`config.mk`:
```
export PLATFORM = sky130hd
export DESIGN_NAME = c_wf_alloc_mc_flat
export DESIGN_NICKNAME = d
export VERILOG_FILES = /design/src/rtl/c_wf_alloc_mc_pkg.sv /design/src/rtl/c_wf_alloc_mc_if.sv /design/src/rtl/c_wf_alloc_mc_diag_step.sv /design/src/rtl/c_wf_alloc_mc.sv /design/src/flat_wrapper.sv
export SDC_FILE = /design/constraint.sdc
export NUM_CORES = 1
export LEC_CHECK = 0
export CAP_MARGIN = 20
export CORE_UTILIZATION = 31
export DETAILED_ROUTE_END_ITERATION = 16
export DONT_BUFFER_PORTS = 1
export GPL_ROUTABILITY_DRIVEN = 1
export PLACE_DENSITY_LB_ADDON = 0.1
export SLEW_MARGIN = 30
export SYNTH_ARGS = -nofsm -noshare
export SYNTH_HDL_FRONTEND = slang
export SYNTH_SLANG_ARGS = --single-unit
```
`constraint.sdc`:
```
create_clock -name clk -period 5.3 [get_ports clk]
set_input_delay 1.06 -clock clk [delete_from_list [all_inputs] [get_ports clk]]
set_output_delay 1.06 -clock clk [all_outputs]
set_load 0.02 [all_outputs]
```
`src/rtl/c_wf_alloc_mc_pkg.sv`:
```
// Shared types and helpers for the multi-cycle wavefront allocator.
package c_wf_alloc_pkg;

  typedef enum logic [1:0] {
    IDLE = 2'd0,
    RUN  = 2'd1,
    DONE = 2'd2
  } state_e;

  // Index width for a range of n values; never narrower than one bit.
  function automatic int idx_w(input int n);
    return (n > 1) ? $clog2(n) : 1;
  endfunction

  function automatic int diag_of(input int i, input int j, input int d);
    return (i + j) % d;
  endfunction

endpackage

```
`src/rtl/c_wf_alloc_mc_if.sv`:
```
// Request/grant bus of the wavefront allocator.
// Both channels use valid/ready: a transfer happens on a rising clk edge where
// valid and ready are both 1; the source holds its payload until then.
interface c_wf_alloc_mc_if #(
  parameter int num_inputs     = 8,
  parameter int num_outputs    = 8,
  parameter int num_priorities = 1
);
  localparam int pw = num_priorities * num_inputs * num_outputs;

  logic                              req_valid;
  logic                              req_ready;
  logic [pw-1:0]                     req_pr;
  logic                              gnt_valid;
  logic                              gnt_ready;
  logic [pw-1:0]                     gnt_pr;
  logic [num_inputs*num_outputs-1:0] gnt;
  logic                              gnt_any;

  modport master (
    output req_valid, req_pr, gnt_ready,
    input  req_ready, gnt_valid, gnt_pr, gnt, gnt_any
  );

  modport slave (
    input  req_valid, req_pr, gnt_ready,
    output req_ready, gnt_valid, gnt_pr, gnt, gnt_any
  );
endinterface

```
`src/rtl/c_wf_alloc_mc_diag_step.sv`:
```
// One RUN step: resolves diags_per_cycle diagonals in order against one request level.
module c_wf_alloc_diag_step
  import c_wf_alloc_pkg::*;
#(
  parameter int num_inputs      = 8,
  parameter int num_outputs     = 8,
  parameter int d_size          = 8,
  parameter int diags_per_cycle = 2,
  localparam int idx_bits       = idx_w(d_size)
) (
  input  logic [diags_per_cycle-1:0][idx_bits-1:0] diag,
  input  logic [num_inputs*num_outputs-1:0]        req,
  input  logic [d_size-1:0]                        row_free,
  input  logic [d_size-1:0]                        col_free,
  output logic [num_inputs*num_outputs-1:0]        step_gnt,
  output logic [d_size-1:0]                        row_next,
  output logic [d_size-1:0]                        col_next
);

  // Cells of one diagonal never share a row or column, so clearing as we go
  // only affects the diagonals evaluated after it.
  always_comb begin
    step_gnt = '0;
    row_next = row_free;
    col_next = col_free;
    for (int g = 0; g < diags_per_cycle; g++) begin
      for (int i = 0; i < num_inputs; i++) begin
        for (int j = 0; j < num_outputs; j++) begin
          if ((diag_of(i, j, d_size) == int'(diag[g])) && req[i*num_outputs+j] &&
              row_next[i] && col_next[j]) begin
            step_gnt[i*num_outputs+j] = 1'b1;
            row_next[i] = 1'b0;
            col_next[j] = 1'b0;
          end
        end
      end
    end
  end

endmodule

```
`src/rtl/c_wf_alloc_mc.sv`:
```
// Multi-cycle rectangular wavefront allocator with rotating priority diagonal.
// Optional: C_WF_ALLOC_SKIP_EMPTY_DIAGS_EN rotates past diagonals with no requests.
module c_wf_alloc_mc
  import c_wf_alloc_pkg::*;
#(
  parameter int num_inputs      = 8,
  parameter int num_outputs     = 8,
  parameter int num_priorities  = 1,
  parameter int diags_per_cycle = 2,
  localparam int d_size = (num_inputs > num_outputs) ? num_inputs : num_outputs,
  localparam int prio_w = idx_w(d_size)
) (
  input  logic              clk,
  input  logic              reset,
  input  logic              active,
  c_wf_alloc_mc_if.slave    bus,
  output state_e            state_dbg,
  output logic [prio_w-1:0] prio_dbg
);

  localparam int s_steps = d_size / diags_per_cycle;
  localparam int lw      = num_inputs * num_outputs;
  localparam int pw      = num_priorities * lw;
  localparam int sub_w   = idx_w(s_steps);
  localparam int lvl_w   = idx_w(num_priorities);

  if (d_size % diags_per_cycle != 0) begin : g_bad_cfg
    $error("c_wf_alloc_mc: max(num_inputs,num_outputs) must be a multiple of diags_per_cycle");
  end

  state_e                 state;
  logic [pw-1:0]          req_q;
  logic [pw-1:0]          gnt_pr_q;
  logic [d_size-1:0]      row_free;
  logic [d_size-1:0]      col_free;
  logic [lvl_w-1:0]       lvl;
  logic [sub_w-1:0]       sub;
  logic [prio_w-1:0]      prio_q;
  logic [prio_w-1:0]      prio_next;
  logic                   gnt_valid_q;

  logic [diags_per_cycle-1:0][prio_w-1:0] diag_idx;
  logic [lw-1:0]          lvl_req;
  logic [lw-1:0]          step_gnt;
  logic [d_size-1:0]      row_next;
  logic [d_size-1:0]      col_next;
  logic [lw-1:0]          gnt_or;
  logic                   last_step;

  always_comb begin
    for (int g = 0; g < diags_per_cycle; g++) begin
      diag_idx[g] = prio_w'((int'(prio_q) + int'(sub) * diags_per_cycle + g) % d_size);
    end
  end

  assign lvl_req   = req_q[int'(lvl)*lw +: lw];
  assign last_step = (int'(lvl) == num_priorities - 1) && (int'(sub) == s_steps - 1);

  c_wf_alloc_diag_step #(
    .num_inputs      (num_inputs),
    .num_outputs     (num_outputs),
    .d_size          (d_size),
    .diags_per_cycle (diags_per_cycle)
  ) u_step (
    .diag     (diag_idx),
    .req      (lvl_req),
    .row_free (row_free),
    .col_free (col_free),
    .step_gnt (step_gnt),
    .row_next (row_next),
    .col_next (col_next)
  );

  always_comb begin
    gnt_or = '0;
    for (int p = 0; p < num_priorities; p++) begin
      gnt_or = gnt_or | gnt_pr_q[p*lw +: lw];
    end
  end

`ifdef C_WF_ALLOC_SKIP_EMPTY_DIAGS_EN
  logic [lw-1:0]     top_req;
  logic [d_size-1:0] diag_occ;
  logic [prio_w-1:0] first_diag;
  logic [prio_w-1:0] scan_d;
  logic              found_lvl;
  logic              found_diag;

  // Next priority starts just past the first occupied diagonal of the
  // highest non-empty level, scanning cyclically from the current one.
  always_comb begin
    top_req   = '0;
    found_lvl = 1'b0;
    for (int p = 0; p < num_priorities; p++) begin
      if (!found_lvl && (|req_q[p*lw +: lw])) begin
        top_req   = req_q[p*lw +: lw];
        found_lvl = 1'b1;
      end
    end
    diag_occ = '0;
    for (int d = 0; d < d_size; d++) begin
      for (int i = 0; i < num_inputs; i++) begin
        for (int j = 0; j < num_outputs; j++) begin
          if ((diag_of(i, j, d_size) == d) && top_req[i*num_outputs+j]) diag_occ[d] = 1'b1;
        end
      end
    end
    first_diag = prio_q;
    found_diag = 1'b0;
    scan_d     = '0;
    for (int t = 0; t < d_size; t++) begin
      scan_d = prio_w'((int'(prio_q) + t) % d_size);
      if (!found_diag && diag_occ[scan_d]) begin
        first_diag = scan_d;
        found_diag = 1'b1;
      end
    end
    prio_next = prio_w'((int'(first_diag) + 1) % d_size);
  end
`else
  assign prio_next = prio_w'((int'(prio_q) + 1) % d_size);
`endif

  always_ff @(posedge clk) begin
    if (!reset) begin
      state       <= IDLE;
      req_q       <= '0;
      gnt_pr_q    <= '0;
      row_free    <= '0;
      col_free    <= '0;
      lvl         <= '0;
      sub         <= '0;
      prio_q      <= '0;
      gnt_valid_q <= 1'b0;
    end else if (active) begin
      unique case (state)
        IDLE: begin
          if (bus.req_valid) begin
            req_q    <= bus.req_pr;
            row_free <= '1;
            col_free <= '1;
            gnt_pr_q <= '0;
            lvl      <= '0;
            sub      <= '0;
            state    <= RUN;
          end
        end
        RUN: begin
          gnt_pr_q[int'(lvl)*lw +: lw] <= gnt_pr_q[int'(lvl)*lw +: lw] | step_gnt;
          row_free <= row_next;
          col_free <= col_next;
          if (last_step || (row_next == '0) || (col_next == '0)) begin
            state       <= DONE;
            gnt_valid_q <= 1'b1;
          end else if (int'(sub) == s_steps - 1) begin
            sub <= '0;
            lvl <= lvl + 1'b1;
          end else begin
            sub <= sub + 1'b1;
          end
        end
        DONE: begin
          if (bus.gnt_ready) begin
            state       <= IDLE;
            gnt_valid_q <= 1'b0;
            if (|gnt_or) prio_q <= prio_next;
          end
        end
        default: state <= IDLE;
      endcase
    end
  end

  assign bus.req_ready = (state == IDLE) && active;
  assign bus.gnt_valid = gnt_valid_q;
  assign bus.gnt_pr    = gnt_pr_q;
  assign bus.gnt       = gnt_or;
  assign bus.gnt_any   = |gnt_or;
  assign state_dbg     = state;
  assign prio_dbg      = prio_q;

endmodule

```
`src/flat_wrapper.sv`:
```
// flat-port wrapper written by rule: the top's interface ports become plain ports
module c_wf_alloc_mc_flat import c_wf_alloc_pkg::*;
#(
  parameter int num_inputs      = 8,
  parameter int num_outputs     = 8,
  parameter int num_priorities  = 1,
  parameter int diags_per_cycle = 2,
  localparam int d_size = (num_inputs > num_outputs) ? num_inputs : num_outputs,
  localparam int prio_w = idx_w(d_size)
)
  (clk, reset, active, state_dbg, prio_dbg, bus_req_valid, bus_req_pr, bus_gnt_ready, bus_req_ready, bus_gnt_valid, bus_gnt_pr, bus_gnt, bus_gnt_any);
  c_wf_alloc_mc_if #(.num_inputs(num_inputs), .num_outputs(num_outputs), .num_priorities(num_priorities)) bus_i ();
  input  logic clk;
  input  logic reset;
  input  logic active;
  output state_e state_dbg;
  output logic [prio_w-1:0] prio_dbg;
  input wire logic [$bits(bus_i.req_valid)-1:0] bus_req_valid;
  input wire logic [$bits(bus_i.req_pr)-1:0] bus_req_pr;
  input wire logic [$bits(bus_i.gnt_ready)-1:0] bus_gnt_ready;
  output wire logic [$bits(bus_i.req_ready)-1:0] bus_req_ready;
  output wire logic [$bits(bus_i.gnt_valid)-1:0] bus_gnt_valid;
  output wire logic [$bits(bus_i.gnt_pr)-1:0] bus_gnt_pr;
  output wire logic [$bits(bus_i.gnt)-1:0] bus_gnt;
  output wire logic [$bits(bus_i.gnt_any)-1:0] bus_gnt_any;
  assign bus_i.req_valid = bus_req_valid;
  assign bus_i.req_pr = bus_req_pr;
  assign bus_i.gnt_ready = bus_gnt_ready;
  assign bus_req_ready = bus_i.req_ready;
  assign bus_gnt_valid = bus_i.gnt_valid;
  assign bus_gnt_pr = bus_i.gnt_pr;
  assign bus_gnt = bus_i.gnt;
  assign bus_gnt_any = bus_i.gnt_any;
  c_wf_alloc_mc #(.num_inputs(num_inputs), .num_outputs(num_outputs), .num_priorities(num_priorities), .diags_per_cycle(diags_per_cycle)) u_core (.clk(clk), .reset(reset), .active(active), .bus(bus_i), .state_dbg(state_dbg), .prio_dbg(prio_dbg));
endmodule
```
==> results of run 1 <==
## power by group through the flow
stage	combinational (µW)	sequential, µW	clock [µW]
after floorplan	364	1270	0
after global placement	825	1310	0
after detailed placement	824	1310	0
after CTS	904	1280	1300
after global routing	1030	1290	1340
final	989	1290	1270
## worst max-delay path, stage by stage (launching register included)
cell and delay (ps):
dfxtp_4 350, ha_4 150, xnor3_2 350, ha_4 220, and4b_1 260, o31ai_2 90, o31a_1 340, buf_4 180
a2111o_1 470, o21ai_2 180, buf_6 130, nand3_4 60, buf_6 120, o2111ai_4 200, buf_6 140, or4b_4 480
nor4_4 230, o211ai_1 120, buf_4 170, o211a_4 270, a311o_1 390, a32oi_4 310, buf_4 170, nand3b_1 70
a31oi_1 120
## worst paths after layout
kind,startpoint,slack (ps),end,cells past startpoint
setup reg to reg,u_core.prio_dbg[1],-390,u_core.state_dbg[0],24
hold / removal,u_core.req_q[17],490,u_core.req_q[17],2
setup / recovery,u_core.prio_dbg[1],-390,u_core.state_dbg[0],24
hold reg to reg,u_core.req_q[17],490,u_core.req_q[17],2
## what timing repair did
| item | in CTS | in global routing |
|---|---|---|
| cloned | 0 | 1 |
| pin swaps | 59 | 55 |
| buffers inserted | 33 | 31 |
| hold buffers | 0 | 0 |
| endpoints found under the setup margin | 33 | 19 |
| gates resized for setup | 146 | 83 |
## routing by layer
metal  vias to the layer above  GRT usage [%]  wire length, µm
met1                      7011          48.53            29470
met5                         -              0                0
met2                       792          56.91            29980
met4                         0          20.73             4069
li1                       6344              -                -
met3                       171          7.343             5508
## stage by stage
stage,util [%],setup slack (ps),power [µW]
floorplan,-,-164.7,1631
global placement,42.13,-924.9,2134
detailed placement,42.13,-857.8,2132
CTS,46.61,-258.8,3486
global route,48.59,-533.7,3660
finish,48.60,-391.4,3550
## cells by family (layout without fill, tap and decap cells)
logic type,count (synthesis),in the layout,share of synthesized area (%)
flip-flops,153,153,27.56
adder cells (fa/ha/maj),5,5,0.5629
multiplexers,2,2,0.1914
AND/OR/NAND/NOR,741,741,34.38
other,0,1,0
AO/OA/AOI/OAI,416,416,28.71
XOR/XNOR,3,3,0.3715
buffers and inverters,169,604,8.219
## flip-flops by register name, summed over array words and instances, names as in the netlist
name / flops
u_core.state_dbg: 2
u_core.prio_dbg: 3
u_core.bus.gnt_valid: 1
u_core.row_free: 8
u_core.col_free: 8
u_core.sub: 2
u_core.req_q: 64
u_core.lvl: 1
u_core.bus.gnt: 64
## Yosys cell counts (11+ instances only)
| cell | instances |
|---|---|
| o21ai_0 | 61 |
| o221a_2 | 11 |
| a21oi_1 | 33 |
| a211oi_1 | 12 |
| or3_1 | 21 |
| nor3_1 | 42 |
| inv_1 | 18 |
| buf_4 | 66 |
| nand4_1 | 26 |
| nor2_1 | 68 |
| a21boi_0 | 68 |
| o211ai_1 | 19 |
| a22oi_1 | 42 |
| a31oi_1 | 15 |
| clkbuf_1 | 67 |
| and2_1 | 36 |
| dfxtp_1 | 153 |
| nor2b_1 | 48 |
| o211a_1 | 11 |
| nor4_1 | 35 |
| nand3_1 | 50 |
| o22ai_1 | 17 |
| and3_1 | 41 |
| nand2_1 | 296 |
## cell type report
class | instances | area (µm²)
Antenna cell | 1 | 2.502
Clock buffer | 20 | 446.7
Clock inverter | 12 | 138.9
Fill cell | 3556 | 17930
Inverter | 19 | 76.32
Multi-Input combinational cell | 1167 | 8304
Sequential cell | 153 | 3069
Tap cell | 455 | 569.3
Timing Repair Buffer | 553 | 4347
==> flow_metrics.env, run 1 <==
export IMPL_worstPathRequired_ps=5680
export IMPL_synth_edf_count=0
export IMPL_die_w_um=191.3
export IMPL_ys_flop_type="dfxtp_1"
export IMPL_power_switching_uw=1194
export IMPL_fmaxAchievable_ghz=0.1757
export IMPL_intPower_uw=2356
export IMPL_vdd_drop_max_mv=0.2476
export IMPL_grt_pass1_vias=13530
export IMPL_cts_clk_slew_worst_paths_ps=70
export IMPL_core_mm2=0.03488
export IMPL_combPwrFrac_pct=27.9
export IMPL_yosysSeqAreaShare_pct=27.56
export IMPL_setup_viol=9
export IMPL_drt_total_wl_um=69030
export IMPL_worstPathArrival_ps=6070
export IMPL_cts_buffers=17
export IMPL_ant_nets=0
export IMPL_seq_power_share_pct=36.3
export IMPL_hold_viol=0
export IMPL_p_per_area_mw_per_mm2=209.4
export IMPL_ys_seq_elements=153
export IMPL_grt_ovfl_total=0
export IMPL_stdcell_area_mm2=0.01695
export IMPL_hold_class="reg -> reg"
export IMPL_dpl_cell_area_mm2=0.01470
export IMPL_die_h_um=191.3
export IMPL_leakage_uw=0.006411
export IMPL_yosys_warnings=0
export IMPL_synthesis_nets=1563
export IMPL_fin_crit_ps=5691
export IMPL_drcViolationCount=0
export IMPL_clk_path_buf_depth=2
export IMPL_netlist_area_mm2=0.01111
export IMPL_startpoint_type="flop"
export IMPL_vias=14320
export IMPL_yosysTopAreaCell="dfxtp_1"
export IMPL_status="finished, violations left"
export IMPL_dieArea_mm2=0.03661
export IMPL_grt_usage_pct=37.17
export IMPL_clock_sinks=153
export IMPL_gp_congestion=1.036
export IMPL_whs_ps=494.6
export IMPL_cts_tree="done"
export IMPL_drt_pre_antenna_iters=5
export IMPL_tightest_slew_ps=856.4
export IMPL_fin_crit_sh_pct=107.4
export IMPL_yosys_top_cells_area="dfxtp_1 28%, nand2_1 10%, a21boi_0 4.6%"
export IMPL_synth_avg_cell_area_um2=7.464
export IMPL_worst_slack_ps=-391.4
export IMPL_fin_tns_setup_ps=-2437
export IMPL_antenna_found_initial=2
export IMPL_dp_hpwl_um=56340
export IMPL_clock_latency_ps=470
export IMPL_yosys_area_top_type_share_pct=27.56
export IMPL_clkPwrFrac_pct=35.8
export IMPL_layout_common_cells="518 x buf_4, 290 x nand2_1, 150 x dfxtp_1"
export IMPL_switching_share_pct=33.63
export IMPL_layout_cells_non_filler=2380
export IMPL_fin_worst_skew_ps=12.97
export IMPL_async_flop_share_pct=0
export IMPL_violations="negative setup slack"
export IMPL_cts_root_buf="clkbuf_16"
export IMPL_path_class="reg -> reg"
export IMPL_netlist_instances=1489
export IMPL_placed_cells=2282
export IMPL_final_max_slew_viol_count=0
export IMPL_io_buffers=0
export IMPL_start_util_pct=31.86
export IMPL_critPathCaptureType="flop"
export IMPL_relSlewSlack_pct=42.91
export IMPL_drtIter0Drc=1793
export IMPL_grt_pass1_wl_um=95850
export IMPL_grt_max_degree=154
export IMPL_drv_cap=0
export IMPL_viasPerCell=6.016
export IMPL_cp_max_fo=8
export IMPL_wl_per_cell_um=29.00
export IMPL_io_pins=205
export IMPL_final_common_cell="buf_4"
export IMPL_htree_levels=4
export IMPL_drive_gt1_share_pct=41.22
export IMPL_rows=68
export IMPL_rsz0062_at_grt="yes"
export IMPL_nNetsFinal=1985
export IMPL_synthDistinctLibCells=101
export IMPL_area_growth_pct=52.56
No activity file was read; power rests on OpenSTA's default activity.
==> run 2: changes to the inputs <==
Settings changed: ABC_AREA from default to 1, ABC_CLOCK_PERIOD_IN_PS from default to 5300.
==> run 2 against run 1 <==
  * Largest cell class unchanged
  * Critical endpoint is now u_core.col_free[7]
  * Flip-flop and latch count unchanged
  * Critical path type unchanged
  * Sequential power shrank 3%
  * Synthesized cell count increased by 18%
  * The run still ends with negative setup slack left
==> flow_metrics.env, run 2 <==
export IMPL_yosys_warnings=0
export IMPL_status="finished, violations left"
export IMPL_holdBufCountCts=0
export IMPL_yosys_top_cells_area="dfxtp_1 28%, nand2_1 11%, a21oi_1 7.7%"
export IMPL_dp_hpwl_um=43590
export IMPL_synth_fa_ha_area_share_pct=0.5682
export IMPL_clock_latency_ps=490
export IMPL_clock_sinks=153
export IMPL_r2r_start="u_core.prio_dbg[1]"
export IMPL_cts_tree="done"
export IMPL_synth_top_family_by_area="simple AND/OR/NAND/NOR gates"
export IMPL_grt_ovfl_total=0
export IMPL_dieArea_mm2=0.03628
export IMPL_io_pins=205
export IMPL_synth_compound_area_share_pct=24.80
export IMPL_synth_avg_cell_area_um2=6.285
export IMPL_area_growth_pct=60.61
export IMPL_htree_levels=4
export IMPL_drcViolationCount=0
export IMPL_wl_per_cell_um=21.26
export IMPL_crit_path_frequent_cell="nand2_2"
export IMPL_rsz0062_at_grt="yes"
export IMPL_yosys_area_top_type_share_pct=27.82
export IMPL_startpoint_type="flop"
export IMPL_nNetsFinal=2263
export IMPL_io_buffers=0
export IMPL_r2r_cells=45
export IMPL_fin_crit_ps=5914
export IMPL_grt_pass1_vias=12860
export IMPL_netlist_area_mm2=0.01101
export IMPL_netlist_instances=1752
export IMPL_slowest_stage="dfxtp_2"
export IMPL_placed_cells=2483
export IMPL_ys_seq_elements=153
export IMPL_relSlewSlack_pct=37.00
export IMPL_fin_worst_skew_ps=34.44
export IMPL_cts_clk_slew_worst_paths_ps=70
export IMPL_fill_cells=3434
export IMPL_worstPathRequired_ps=5660
export IMPL_fin_crit_sh_pct=111.6
export IMPL_drt_total_wl_um=56520
export IMPL_synthDistinctLibCells=47
export IMPL_synth_simple_gate_area_share_pct=31.97
export IMPL_rows=68
export IMPL_ant_nets=0
export IMPL_crit_end="u_core.col_free[7]"
export IMPL_hold_viol=0
export IMPL_synthesis_nets=1826
export IMPL_leakage_uw=0.007204
export IMPL_vias=13760
export IMPL_grt_usage_pct=30.60
export IMPL_viasPerCell=5.175
export IMPL_drv_cap=0
export IMPL_clk_path_buf_depth=2
export IMPL_synth_xor_area_share_pct=0
export IMPL_grt_max_degree=75
export IMPL_fmaxAchievable_ghz=0.1691
export IMPL_vdd_drop_max_mv=0.2549
export IMPL_cts_root_buf="clkbuf_16"
export IMPL_hold_class="reg -> reg"
export IMPL_start_util_pct=31.72
export IMPL_layout_common_cells="502 x buf_4, 218 x nand2_1, 205 x inv_1"
export IMPL_violations="negative setup slack"
export IMPL_drtIter0Drc=1092
export IMPL_slowest_delay_ps=340
export IMPL_drive_gt1_share_pct=46.32
export IMPL_reg2reg_to="u_core.col_free[7]"
export IMPL_cts_buffers=17
export IMPL_crit_path_start="u_core.prio_dbg[1]"
export IMPL_yosysTopAreaCell="dfxtp_1"
export IMPL_die_w_um=190.5
export IMPL_worst_slack_ps=-614.1
export IMPL_core_mm2=0.03471
export IMPL_final_max_slew_viol_count=0
export IMPL_worstPathArrival_ps=6270
export IMPL_p_per_area_mw_per_mm2=216.7
export IMPL_dpl_cell_area_mm2=0.01392
export IMPL_cp_max_fo=4
export IMPL_antenna_found_initial=3
export IMPL_layout_cells_non_filler=2658
export IMPL_die_h_um=190.5
export IMPL_path_class="reg -> reg"
export IMPL_gp_congestion=1.019
export IMPL_setup_viol=21
export IMPL_grt_pass1_wl_um=80610
export IMPL_reg2reg_slack_ps=-610
export IMPL_critPathCaptureType="flop"
export IMPL_synthMuxAreaShare_pct=0
export IMPL_yosys_top_cells_count="311 x nand2_1, 220 x inv_1, 203 x nor2_1, 170 x a21oi_1, 153 x dfxtp_1"
export IMPL_tightest_slew_ps=943.7
export IMPL_synth_most_common_cell="nand2_1"
export IMPL_yosysSeqAreaShare_pct=27.82
export IMPL_final_common_cell="buf_4"
export IMPL_drt_pre_antenna_iters=5
export IMPL_ys_flop_type="dfxtp_1"
export IMPL_synth_edf_count=0
export IMPL_async_flop_share_pct=0
export IMPL_stdcell_area_mm2=0.01768
[run 2: changes by cell type in the layout (fill, tap and decap cells not counted), sizes merged, moves of 39 or more]
| cell | previous run | this run |
|---|---|---|
| a21oi | 33 | 193 |
| inv | 22 | 244 |
| a22oi | 42 | 0 |
| nor3 | 44 | 92 |
| nand2 | 296 | 335 |
| and3 | 41 | 0 |
| a21boi | 70 | 3 |
| nor2b | 48 | 0 |
| nor2 | 68 | 245 |
| o21ai | 68 | 164 |
[run 2: logic make-up after synthesis]
group | Yosys count
AND/OR/NAND/NOR | 777
AO/OA/AOI/OAI | 450
buffers and inverters | 367
flip-flops | 153
adder cells (fa/ha/maj) | 5
[run 2: layer usage]
| layer | GRT usage, % | share of wire (%) |
|---|---|---|
| met1 | 44.19 | 47 |
| met2 | 46.22 | 43 |
| met3 | 3.846 | 6.2 |
| met4 | 10.71 | 3.3 |
| met5 | 0 | 0 |
[run 2: timing repair]
action,in CTS,in global routing
gates resized for setup,248,274
setup endpoints to repair,53,50
pin swaps,81,175
setup buffers,97,66
[run 2: per-stage QoR]
stage	power (µW)	setup TNS [ps]	setup WS [ps]	hold slack (ps)	utilization [%]
after floorplan	1723	0	173.5	430.3	-
after global placement	2225	-34570	-1414	444.5	40.09
after detailed placement	2227	-34300	-1379	451.9	40.10
after CTS	3651	-8060	-572.2	461.9	46.55
after global routing	3983	-17110	-956.7	490.0	50.94
final	3832	-7915	-614.1	457.7	50.94
[run 2: where the power goes]
group	leakage [µW]	total, µW	switching (µW)	internal, µW
Combinational	0.00567	1280	752	531
Sequential	0.00125	1250	39.9	1210
Clock	0.000281	1300	610	685
[run 2: worst min path at each step]
stage                          start                to  slack [ps]  depth (start not counted)
floorplan           u_core.req_q[17]  u_core.req_q[17]         430                          2
global placement    u_core.req_q[57]  u_core.req_q[57]         440                          2
detailed placement  u_core.req_q[42]  u_core.req_q[42]         450                          2
CTS                 u_core.req_q[42]  u_core.req_q[42]         460                          2
global route        u_core.req_q[63]  u_core.req_q[63]         490                          2
finish              u_core.req_q[42]  u_core.req_q[42]         460                          2
[run 2: final cells by class]
cell class	instances	area [µm²]	area share, %
antenna	1	2.502	0.01415
sequential	153	3069	17.36
inverter	242	923.4	5.221
tap	455	569.3	3.219
multi-input combinational	1232	8270	46.77
clock buffer	19	452.9	2.561
timing repair buffer	543	4264	24.11
clock inverter	13	132.6	0.7500
[run 2: critical path: cells and delay by family (launching register included)]
kind	cells	cell delay, ps
and+or+nand+nor	23	2510
AOI/OAI and AO/OA	9	1420
buffers and inverters	12	1350
adders and majority gates	1	160
DFF	1	340
